[src/rtl/sdram_arbit_pkg.sv]
// Shared constants for the SDRAM arbiter: bus widths, SDRAM command encodings,
// arbiter state encoding and grant selection codes.
package sdram_arbit_pkg;

  localparam int ADDR_W = 12;
  localparam int BANK_W = 2;
  localparam int CMD_W  = 4;

  // {cs_n, ras_n, cas_n, we_n}
  localparam logic [CMD_W-1:0] CMD_NOP       = 4'b0111;
  localparam logic [CMD_W-1:0] CMD_ACT       = 4'b0011;
  localparam logic [CMD_W-1:0] CMD_WR        = 4'b0100;
  localparam logic [CMD_W-1:0] CMD_RD        = 4'b0101;
  localparam logic [CMD_W-1:0] CMD_PRECHARGE = 4'b0010;
  localparam logic [CMD_W-1:0] CMD_AREF      = 4'b0001;
  localparam logic [CMD_W-1:0] CMD_MRS       = 4'b0000;

  typedef enum logic [2:0] {
    ST_INIT,
    ST_ARBIT,
    ST_AREF,
    ST_WRITE,
    ST_READ
  } arb_state_e;

  typedef enum logic [1:0] {
    GNT_NONE,
    GNT_REF,
    GNT_WR,
    GNT_RD
  } gnt_e;

endpackage

[src/rtl/sdram_arbit_sel.sv]
// Priority pick among pending stage requests (refresh > starved read > write > read)
// plus the read-starvation counter, which only moves while the arbiter is idle.
module sdram_arbit_sel
  import sdram_arbit_pkg::*;
#(
  parameter int RD_STARVE_MAX = 4
) (
  input  logic clk,
  input  logic rst,
  input  logic in_arbit,
  input  logic ref_req,
  input  logic wr_req,
  input  logic rd_req,
  output gnt_e gnt
);

  localparam logic [3:0] STARVE_MAX = 4'(RD_STARVE_MAX);

  logic [3:0] starve_cnt_q;
  logic [3:0] starve_cnt_d;

  always_comb begin
    gnt = GNT_NONE;
    if (in_arbit) begin
      if (ref_req)                               gnt = GNT_REF;
      else if (rd_req && starve_cnt_q == STARVE_MAX) gnt = GNT_RD;
      else if (wr_req)                           gnt = GNT_WR;
      else if (rd_req)                           gnt = GNT_RD;
    end
  end

  // Refresh grants leave the count untouched; it tracks writes jumping a waiting read.
  always_comb begin
    starve_cnt_d = starve_cnt_q;
    if (in_arbit) begin
      if (!rd_req || gnt == GNT_RD)
        starve_cnt_d = 4'd0;
      else if (gnt == GNT_WR && starve_cnt_q != STARVE_MAX)
        starve_cnt_d = starve_cnt_q + 4'd1;
    end
  end

  always_ff @(posedge clk) begin
    if (rst) starve_cnt_q <= 4'd0;
    else     starve_cnt_q <= starve_cnt_d;
  end

endmodule

[src/rtl/sdram_arbit.sv]
// SDRAM controller arbiter: grants init/refresh/write/read stages one at a time with
// one-cycle enable pulses and muxes the granted stage's command/address/bank onto the pins.
module sdram_arbit
  import sdram_arbit_pkg::*;
#(
  parameter int RD_STARVE_MAX = 4
) (
  input  logic              sys_clk,
  input  logic              sys_rst,
  input  logic              init_end,
  input  logic [CMD_W-1:0]  init_cmd,
  input  logic [ADDR_W-1:0] init_addr,
  input  logic              ref_req,
  input  logic              ref_end,
  input  logic [CMD_W-1:0]  ref_cmd,
  input  logic [ADDR_W-1:0] ref_addr,
  input  logic              wr_req,
  input  logic              wr_end,
  input  logic [CMD_W-1:0]  wr_cmd,
  input  logic [ADDR_W-1:0] wr_addr,
  input  logic [BANK_W-1:0] wr_bank,
  input  logic              rd_req,
  input  logic              rd_end,
  input  logic [CMD_W-1:0]  rd_cmd,
  input  logic [ADDR_W-1:0] rd_addr,
  input  logic [BANK_W-1:0] rd_bank,
  output logic              ref_en,
  output logic              wr_en,
  output logic              rd_en,
  output logic              sdram_cke,
  output logic              sdram_cs_n,
  output logic              sdram_ras_n,
  output logic              sdram_cas_n,
  output logic              sdram_we_n,
  output logic [BANK_W-1:0] sdram_ba,
  output logic [ADDR_W-1:0] sdram_addr
);

  arb_state_e state_q, state_d;
  logic ref_en_q, ref_en_d;
  logic wr_en_q, wr_en_d;
  logic rd_en_q, rd_en_d;
  gnt_e gnt;

  logic [CMD_W-1:0] bus_cmd;

  sdram_arbit_sel #(
    .RD_STARVE_MAX(RD_STARVE_MAX)
  ) u_sel (
    .clk     (sys_clk),
    .rst     (sys_rst),
    .in_arbit(state_q == ST_ARBIT),
    .ref_req (ref_req),
    .wr_req  (wr_req),
    .rd_req  (rd_req),
    .gnt     (gnt)
  );

  // Busy states exit only through ARBIT, so a grant is exactly an ARBIT->stage transition.
  always_comb begin
    state_d = state_q;
    unique case (state_q)
      ST_INIT:  if (init_end) state_d = ST_ARBIT;
      ST_ARBIT: begin
        unique case (gnt)
          GNT_REF:  state_d = ST_AREF;
          GNT_WR:   state_d = ST_WRITE;
          GNT_RD:   state_d = ST_READ;
          default:  state_d = ST_ARBIT;
        endcase
      end
      ST_AREF:  if (ref_end) state_d = ST_ARBIT;
      ST_WRITE: if (wr_end)  state_d = ST_ARBIT;
      ST_READ:  if (rd_end)  state_d = ST_ARBIT;
      default:  state_d = ST_INIT;
    endcase
    ref_en_d = (gnt == GNT_REF);
    wr_en_d  = (gnt == GNT_WR);
    rd_en_d  = (gnt == GNT_RD);
  end

  always_ff @(posedge sys_clk) begin
    if (sys_rst) begin
      state_q  <= ST_INIT;
      ref_en_q <= 1'b0;
      wr_en_q  <= 1'b0;
      rd_en_q  <= 1'b0;
    end else begin
      state_q  <= state_d;
      ref_en_q <= ref_en_d;
      wr_en_q  <= wr_en_d;
      rd_en_q  <= rd_en_d;
    end
  end

  always_comb begin
    bus_cmd    = CMD_NOP;
    sdram_addr = '0;
    sdram_ba   = '0;
    if (sys_rst || state_q == ST_INIT) begin
      bus_cmd    = init_cmd;
      sdram_addr = init_addr;
    end else begin
      unique case (state_q)
        ST_AREF: begin
          bus_cmd    = ref_cmd;
          sdram_addr = ref_addr;
        end
        ST_WRITE: begin
          bus_cmd    = wr_cmd;
          sdram_addr = wr_addr;
          sdram_ba   = wr_bank;
        end
        ST_READ: begin
          bus_cmd    = rd_cmd;
          sdram_addr = rd_addr;
          sdram_ba   = rd_bank;
        end
        default: ;
      endcase
    end
  end

  assign {sdram_cs_n, sdram_ras_n, sdram_cas_n, sdram_we_n} = bus_cmd;
  assign sdram_cke = 1'b1;
  assign ref_en    = ref_en_q;
  assign wr_en     = wr_en_q;
  assign rd_en     = rd_en_q;

endmodule

[config.mk]
export PLATFORM = sky130hd
export DESIGN_NAME = sdram_arbit
export DESIGN_NICKNAME = d
export VERILOG_FILES = /design/src/rtl/sdram_arbit_pkg.sv /design/src/rtl/sdram_arbit_sel.sv /design/src/rtl/sdram_arbit.sv
export SDC_FILE = /design/constraint.sdc
export NUM_CORES = 1
export LEC_CHECK = 0
export BUFFER_PORTS_ARGS = -buffer_cell sky130_fd_sc_hd__buf_2
export CORE_MARGIN = 10
export CORE_UTILIZATION = 38
export DETAILED_ROUTE_END_ITERATION = 10
export PLACE_DENSITY = 0.84
export SLEW_MARGIN = 20
export SYNTH_ARGS = -nofsm -noshare
export SYNTH_HDL_FRONTEND = slang
export SYNTH_SLANG_ARGS = --single-unit
[constraint.sdc]
create_clock -name sys_clk -period 2.7 [get_ports sys_clk]
set_clock_uncertainty 0.05 [all_clocks]
set_input_delay 0.27 -clock sys_clk [delete_from_list [all_inputs] [get_ports sys_clk]]
set_output_delay 0.27 -clock sys_clk [all_outputs]
set_load 0.005 [all_outputs]
==> flow_summary_export.csv, run 1 <==
group,metric,value,unit
status,outcome,"complete, no violations",
placed_design,place.gp.congestion,0.944,
worst_setup_path,cp_max_fo,6,
clock_network,cts_root_buffer,"clkbuf_4",
worst_setup_path,crit_end,"u_sel.starve_cnt_q[3]",
clock_network,cts_buffers,3,
placed_design,hpwl,3760,um
clock_network,clk_latency,0.26,ns
hold_path,worstHoldPathType,"input pin to flop",
worst_setup_path,path_cells,"inv_1 -> ha_1 -> nand3b_1 -> and2_0 -> nor3_1 -> ha_1 -> or3b_2 -> nor2_4 -> and4_1 -> a211o_1",
worst_setup_path,end_kind,"flop",
timing,holdWs,0.228,ns
timing,tightest_slew,0.561,ns
clock_network,cts.clk_slew.worst_paths,0.07,ns
synth,syn_area,0.00114,sq mm
grt,grt_max_degree,26,
synth,async_flop_share,0,
grt,track_usage,0.145,
synth,synth-main-ff-cell,"dfxtp_1",
floorplanning,num_rows,19,
synth,yosysSeqAreaShare,0.175,
floorplanning,start_util,0.407,
timing,slew-limit-headroom,0.626,
route,wl,4520,um
layout,area_delta_synth_final,41.1,%
floorplanning,die_w,74.8,um
layout,seqCellArea,200,sq um
layout,drive_gt1_frac,0.461,
grt,grt_busiest_layer,"met2",
synth,ys_top_cells_by_area,"dfxtp_1 (18%), a22oi_1 (11%), a2bb2oi_1 (10%), nand2_1 (5.9%), buf_6 (5.9%)",
floorplanning,die_h,74.8,um
grt,antenna_found_initial,0,
worst_setup_path,crit_family,"simple AND/OR/NAND/NOR gates",
layout,final_common_cell,"buf_2",
clock_network,htree_num_levels,1,
timing,hold_violations,0,
layout,multi_input_area,805,sq um
flow_run,cap_violations,0,
clock_network,cts.sinks,10,
layout,fillers,270,
timing,final_max_slew_viol_count,0,
layout,diodes,0,
route,wl_per_cell,16.5,um
synth,syn_nets,234,
clock_network,cts.repair.resized,0,
synth,synth_edf_count,0,
clock_network,cts_hold_buf,0,
route,dr_total_vias,1513,
timing,rsz0062_at_grt,"false",
worst_setup_path,r2r_cells,10,
route,drtPass1Iterations,4,
timing,post-route-period-util,0.912,
placed_design,portBuffers,97,
timing,setup_violations,0,
grt,overflow,0,
floorplanning,fp.dieArea,0.00560,sq mm
worst_setup_path,arrival,2.62,ns
worst_setup_path,startpoint,"u_sel.starve_cnt_q[0]",
grt,met2_usage,0.267,
power,power.density,294,mW/mm^2
grt,first_global_vias,1407,
route,viasPerCell,5.52,
grt,grt_first_pass_wirelength,6660,um
layout,most-common-layout-cells,"buf_2 (97), nand2_1 (18), a22oi_1 (16), a2bb2oi_1 (13)",
synth,avgSynthCellArea,7.41,sq um
worst_setup_path,regToRegSetupSlack,0.24,ns
synth,ys_seq_elements,10,
floorplanning,core,0.00281,sq mm
synth,ys_warn_count,0,
worst_setup_path,slowest_stage,"or3b_2",
worst_setup_path,path_class,"flop to flop",
timing,fin_setup_tns,0,ns
worst_setup_path,critPathMaxStageDelay,0.54,ns
worst_setup_path,critical_path_depth,10,
clock_network,cts_tree,"built",
timing,min_period,2.46,ns
power,vdd_ir_drop_max,0.000265,V
clock_network,post_cts_buffers,0,
grt,use_met1,0.166,
synth,synth.top_cell.area_share,0.175,
route,drc,0,
route,ant_nets,0,
grt,met3_usage,0.0355,
worst_setup_path,worst-path-buf-inv,1,
clock_network,cts_buffer_depth,2,
layout,finalNetCount,324,
worst_setup_path,cp_data_required_time,2.86,ns
worst_setup_path,worstReg2RegEnd,"u_sel.starve_cnt_q[3]",
floorplanning,ios,99,
worst_setup_path,startpoint_type,"flop",
power,p_leak,0.806,nW
route,drt_iter0_markers,82,
worst_setup_path,crit_top_cell,"ha_1",
timing,fmax,406,MHz
synth,synth_cell_types,39,
worst_setup_path,regToRegStartpoint,"u_sel.starve_cnt_q[0]",
synth,netlist_instances,154,
synth,yosysTopAreaCell,"dfxtp_1",
## per-stage QoR
step / power [mW] / utilization / setup WS, ns / cells / cell area, sq um
2_1_floorplan: 0.257 / - / 0.481 / 154 / 1140
3_3_place_gp: 0.341 / 0.561 / 0.377 / 270 / 1570
3_5_place_dp: 0.344 / 0.561 / 0.295 / 270 / 1570
4_1_cts: 0.479 / 0.574 / 0.258 / 274 / 1610
5_1_grt: 0.502 / 0.574 / 0.0858 / 274 / 1610
6_report: 0.474 / 0.574 / 0.237 / 274 / 1610
## area by class of cell
type	count	area share
repair buffers	101	0.320
multi-input cells	124	0.500
well taps	31	0.0241
flip-flops and latches	10	0.124
clock buffers	4	0.0225
inverters	4	0.00932
## registers in the layout, indices dropped and copies added, names as in the netlist
name	flops
rd_en	1
ref_en	1
state_q	3
u_sel.starve_cnt_q	4
wr_en	1
## layer usage
metal  vias up  routed length (um)
met2        79                2180
met4         0                  14
met3         2                 539
met5         -                   0
met1       680                1780
li1        752                   -
## cell families after synthesis
kind of cell | Yosys count | synth area share
buffers and inverters | 20 | 0.120
AO/OA/AOI/OAI | 67 | 0.410
flip-flops | 10 | 0.175
AND/OR/NAND/NOR | 52 | 0.249
adder cells (fa/ha/maj) | 3 | 0.0329
multiplexers | 1 | 0.00987
other | 1 | 0.00329
## worst register-to-register path: stages, from the launching register on
cell	delay [ns]
dfxtp_1	0.39
inv_1	0.06
ha_1	0.20
nand3b_1	0.12
and2_0	0.28
nor3_1	0.09
ha_1	0.22
or3b_2	0.54
nor2_4	0.14
and4_1	0.21
a211o_1	0.10
## worst min path at each step
stage	from	end	slack, ns	depth (start not counted)
after detailed placement	u_sel.starve_cnt_q[3]	u_sel.starve_cnt_q[3]	0.43	1
after global routing	rd_req	wr_en	0.24	2
after global placement	u_sel.starve_cnt_q[3]	u_sel.starve_cnt_q[3]	0.43	1
after floorplan	ref_req	ref_en	0.34	1
after CTS	rd_req	wr_en	0.22	2
final	rd_req	wr_en	0.23	2
## power by group
group | switching, mW | internal (mW) | total [mW] | leakage [nW]
logic | 0.0861 | 0.0995 | 0.186 | 0.704
registers | 0.00299 | 0.151 | 0.154 | 0.0810
clock network | 0.0521 | 0.0817 | 0.134 | 0.0210
total | 0.141 | 0.332 | 0.474 | 0.806
## synth_stat cells, types with 4 or more instances
library cell / instances
nor2_1: 9
a2bb2oi_1: 13
nand2_1: 18
o21ai_0: 9
inv_1: 4
nor3_1: 6
a21oi_1: 5
o21ai_1: 10
a22oi_1: 16
buf_6: 6
dfxtp_1: 10
buf_2: 4
Note: power is estimated with default switching activity, not from simulation.
==> run 2: changes to the inputs <==
Settings changed: CELL_PAD_IN_SITES_DETAIL_PLACEMENT set to 1, CELL_PAD_IN_SITES_GLOBAL_PLACEMENT set to 2, CORE_UTILIZATION 38 to 18.
==> flow_summary_export.csv, run 2 (synthesis results as in run 1) <==
group,metric,value,unit
floorplanning,die_w,99.6,um
placed_design,place.gp.congestion,0.871,
route,wl,5550,um
worst_setup_path,crit_family,"simple AND/OR/NAND/NOR gates",
worst_setup_path,crit_top_cell,"ha_1",
power,total_power,0.509,mW
timing,hold_violations,0,
clock_network,cts_tree,"built",
route,drt_iter0_markers,35,
placed_design,place_ws,0.272,ns
clock_network,clk_latency,0.24,ns
floorplanning,start_util,0.189,
worst_setup_path,startpoint_type,"flop",
timing,finalWorstSetupSlack,0.228,ns
floorplanning,ios,99,
route,drtPass1Iterations,5,
timing,final_max_slew_viol_count,0,
route,dr_total_vias,1546,
worst_setup_path,slowest_stage,"or3b_2",
timing,tightest_slew,0.600,ns
timing,slew-limit-headroom,0.600,
route,ant_nets,0,
clock_network,cts_root_buffer,"clkbuf_8",
route,viasPerCell,4.85,
placed_design,portBuffers,97,
layout,drive_gt1_frac,0.463,
worst_setup_path,worst-path-buf-inv,1,
timing,rsz0062_at_grt,"false",
power,power.density,302,mW/mm^2
clock_network,cts_buffer_depth,2,
layout,largest_register_ffs,4,
floorplanning,num_rows,28,
grt,first_global_vias,1698,
clock_network,cts.repair.resized,0,
worst_setup_path,cp_max_fo,6,
worst_setup_path,cp_data_required_time,2.84,ns
timing,fmax,405,MHz
grt,antenna_found_initial,0,
floorplanning,die_h,99.6,um
clock_network,post_cts_buffers,0,
layout,largest_register,"u_sel.starve_cnt_q",
worst_setup_path,path_class,"flop to flop",
layout,finalNetCount,326,
grt,grt_first_pass_wirelength,8830,um
layout,fin_util,0.280,
flow_run,cap_violations,0,
timing,fin_setup_tns,0,ns
power,p_leak,0.817,nW
floorplanning,fp.dieArea,0.00992,sq mm
timing,post-route-period-util,0.915,
timing,holdWs,0.258,ns
floorplanning,core,0.00603,sq mm
timing,min_period,2.47,ns
timing,setup_violations,0,
clock_network,cts.sinks,10,
layout,most-common-layout-cells,"buf_2 (97), nand2_1 (18), a22oi_1 (16), a2bb2oi_1 (13)",
worst_setup_path,critPathMaxStageDelay,0.54,ns
layout,diodes,0,
layout,fillers,786,
grt,grt_max_degree,26,
clock_network,cts.clk_slew.worst_paths,0.05,ns
worst_setup_path,path_cells,"inv_1 -> ha_1 -> nand3b_1 -> and2_0 -> nor3_1 -> ha_1 -> or3b_2 -> nor2_4 -> and4_1 -> a211o_1",
route,drc,0,
layout,largestRegisters,"u_sel.starve_cnt_q x4, state_q x3",
layout,area_delta_synth_final,47.7,%
grt,overflow,0,
status,outcome,"complete, no violations",
power,vdd_ir_drop_max,0.000172,V
grt,track_usage,0.107,
layout,final_common_cell,"buf_2",
worst_setup_path,arrival,2.61,ns
clock_network,cts_buffers,3,
clock_network,htree_num_levels,1,
clock_network,cts_hold_buf,0,
placed_design,hpwl,4550,um
route,wl_per_cell,17.4,um
hold_path,worstHoldPathType,"input pin to flop",
worst_setup_path,end_kind,"flop",
run 2: worst reg2reg max path, stage by stage, from the launching register on:
cell and delay [ns]:
dfxtp_1 0.37, inv_1 0.06, ha_1 0.20, nand3b_1 0.12, and2_0 0.31, nor3_1 0.10
ha_1 0.23, or3b_2 0.54, nor2_4 0.14, and4_1 0.20, a211o_1 0.09
run 2: where the power goes:
group / total, mW / switching, mW / internal [mW] / leakage, nW
Combinational: 0.195 / 0.0945 / 0.101 / 0.715
Sequential: 0.155 / 0.00301 / 0.152 / 0.0810
Clock: 0.159 / 0.0609 / 0.0979 / 0.0216
run 2: final timing paths:
check / startpoint / to / slack [ns] / cells past startpoint
max: u_sel.starve_cnt_q[0] / u_sel.starve_cnt_q[3] / 0.23 / 10
min: ref_req / ref_en / 0.26 / 2
max reg2reg: u_sel.starve_cnt_q[0] / u_sel.starve_cnt_q[3] / 0.23 / 10
min reg2reg: u_sel.starve_cnt_q[1] / u_sel.starve_cnt_q[1] / 0.45 / 2
run 2: through the flow:
step / instance area (sq um) / cells
floorplan: 1140 / 154
global placement: 1640 / 316
detailed placement: 1640 / 316
CTS: 1690 / 319
global route: 1690 / 319
finish: 1690 / 319
run 2: area by class of cell:
class	instances	area, sq um	share of cell area
multi-input cells	124	805	0.477
repair buffers	103	531	0.315
flip-flops and latches	10	200	0.119
well taps	75	93.8	0.0557
clock buffers	3	41.3	0.0245
inverters	4	15.0	0.00891
run 2: per-layer routing:
layer	vias to the layer above	wire, um	global-route usage
met5	-	0	0
met3	7	524	0.0325
met4	0	90	0.0364
met2	74	2540	0.179
met1	709	2390	0.127
li1	756	-	-
==> run 3: changes to the inputs <==
Settings changed: CTS_BUF_LIST set to sky130_fd_sc_hd__clkbuf_4.
==> flow_summary_export.csv, run 3 (synthesis results as in run 1) <==
group,metric,value,unit
hold_path,holdCritStartpoint,"ref_req",
clock_network,cts_hold_buf,0,
placed_design,hpwl,4550,um
layout,multi_input_area,805,sq um
power,swShare,0.336,
clock_network,cts_root_buffer,"clkbuf_4",
layout,largest_register_ffs,4,
floorplanning,die_h,99.6,um
worst_setup_path,path_class,"flop to flop",
clock_network,post_cts_buffers,0,
layout,final_common_cell,"buf_2",
power,power.switching,0.154,mW
layout,area_delta_synth_final,46.1,%
worst_setup_path,startpoint_type,"flop",
worst_setup_path,cp_data_required_time,2.87,ns
grt,met3_usage,0.0332,
worst_setup_path,arrival,2.65,ns
grt,grt_max_degree,26,
clock_network,clk_latency,0.27,ns
floorplanning,num_rows,28,
worst_setup_path,worst-path-buf-inv,1,
floorplanning,fp.dieArea,0.00992,sq mm
timing,fin_setup_tns,0,ns
layout,most-common-layout-cells,"buf_2 (97), nand2_1 (18), a22oi_1 (16), a2bb2oi_1 (13)",
grt,first_global_vias,1716,
grt,use_met1,0.127,
worst_setup_path,path_cells,"inv_1 -> ha_1 -> nand3b_1 -> and2_0 -> nor3_1 -> ha_1 -> or3b_2 -> nor2_4 -> and4_1 -> a211o_1",
layout,largest_register,"u_sel.starve_cnt_q",
worst_setup_path,critPathMaxStageDelay,0.55,ns
layout,seqCellArea,200,sq um
grt,grt_first_pass_wirelength,8970,um
route,wl_per_cell,17.7,um
route,drc,0,
route,drt_iter0_markers,44,
timing,slew-limit-headroom,0.594,
hold_path,worstHoldPathType,"input pin to flop",
layout,largestRegisters,"u_sel.starve_cnt_q x4, state_q x3",
timing,setup_violations,0,
worst_setup_path,startpoint,"u_sel.starve_cnt_q[0]",
layout,finalNetCount,326,
power,total_power,0.457,mW
power,power.share.combinational,0.428,
grt,grt_busiest_layer,"met2",
timing,final_max_slew_viol_count,0,
power,power.density,274,mW/mm^2
worst_setup_path,regToRegStartpoint,"u_sel.starve_cnt_q[0]",
worst_setup_path,slowest_stage,"or3b_2",
clock_network,cts.sinks,10,
grt,overflow,0,
power,p_leak,0.810,nW
clock_network,cts_buffers,3,
floorplanning,start_util,0.189,
route,wl,5630,um
clock_network,cts_tree,"built",
power,vdd_ir_drop_max,0.000176,V
floorplanning,die_w,99.6,um
status,outcome,"complete, no violations",
layout,fillers,787,
route,viasPerCell,4.90,
power,intPower,0.304,mW
power,pwr-share-clk,0.234,
route,drtPass1Iterations,4,
grt,met2_usage,0.185,
clock_network,cts.repair.resized,0,
worst_setup_path,end_kind,"flop",
timing,fmax,402,MHz
grt,antenna_found_initial,0,
timing,hold_violations,0,
timing,min_period,2.48,ns
floorplanning,core,0.00603,sq mm
clock_network,cts.clk_slew.worst_paths,0.07,ns
power,seq_power_share,0.337,
worst_setup_path,crit_top_cell,"ha_1",
layout,diodes,0,
flow_run,cap_violations,0,
floorplanning,ios,99,
timing,rsz0062_at_grt,"false",
clock_network,cts_buffer_depth,2,
worst_setup_path,cp_max_fo,6,
layout,drive_gt1_frac,0.463,
worst_setup_path,crit_family,"simple AND/OR/NAND/NOR gates",
placed_design,place.gp.congestion,0.871,
clock_network,htree_num_levels,1,
route,ant_nets,0,
timing,tightest_slew,0.609,ns
grt,track_usage,0.108,
route,dr_total_vias,1562,
placed_design,portBuffers,97,
timing,post-route-period-util,0.920,
## run 3: cell types whose count changed in the layout (fill, tap and decap cells not counted)
cell / delta
clkbuf_4: +3
clkbuf_8: -3
## run 3: metal layers
metal | vias up | wire length [um]
met4 | 0 | 77
met2 | 78 | 2610
met3 | 7 | 534
li1 | 759 | -
met5 | - | 0
met1 | 718 | 2420
## run 3: cell type report
class,count,share of cell area
clock buffers,3,0.0135
inverters,4,0.00901
multi-input cells,124,0.483
flip-flops and latches,10,0.120
well taps,75,0.0563
repair buffers,103,0.318
## run 3: worst paths after layout
check / slack (ns) / endpoint / cells after the start
worst min register to register: 0.46 / u_sel.starve_cnt_q[1] / 2
worst min-delay path: 0.23 / ref_en / 2
worst max-delay path: 0.22 / u_sel.starve_cnt_q[3] / 10
worst max register to register: 0.22 / u_sel.starve_cnt_q[3] / 10
## run 3: worst reg2reg max path: stages, from the launching register on
cell	delay [ns]
dfxtp_1	0.39
inv_1	0.06
ha_1	0.20
nand3b_1	0.14
and2_0	0.29
nor3_1	0.09
ha_1	0.23
or3b_2	0.55
nor2_4	0.14
and4_1	0.20
a211o_1	0.09
## run 3: per-stage QoR
step,worst slack (ns),area (sq um),hold WS (ns),instances,utilization
global placement,0.342,1640,0.435,316,0.273
global route,0.00111,1670,0.240,319,0.277
finish,0.215,1670,0.226,319,0.277
CTS,0.214,1670,0.232,319,0.277
floorplan,0.481,1140,0.342,154,-
detailed placement,0.272,1640,0.435,316,0.273
## run 3: power groups by stage
stage | sequential (mW) | combinational (mW) | clock, mW
floorplan | 0.156 | 0.101 | 0
global placement | 0.158 | 0.195 | 0
detailed placement | 0.158 | 0.198 | 0
CTS | 0.154 | 0.200 | 0.107
global route | 0.155 | 0.219 | 0.114
finish | 0.154 | 0.196 | 0.107
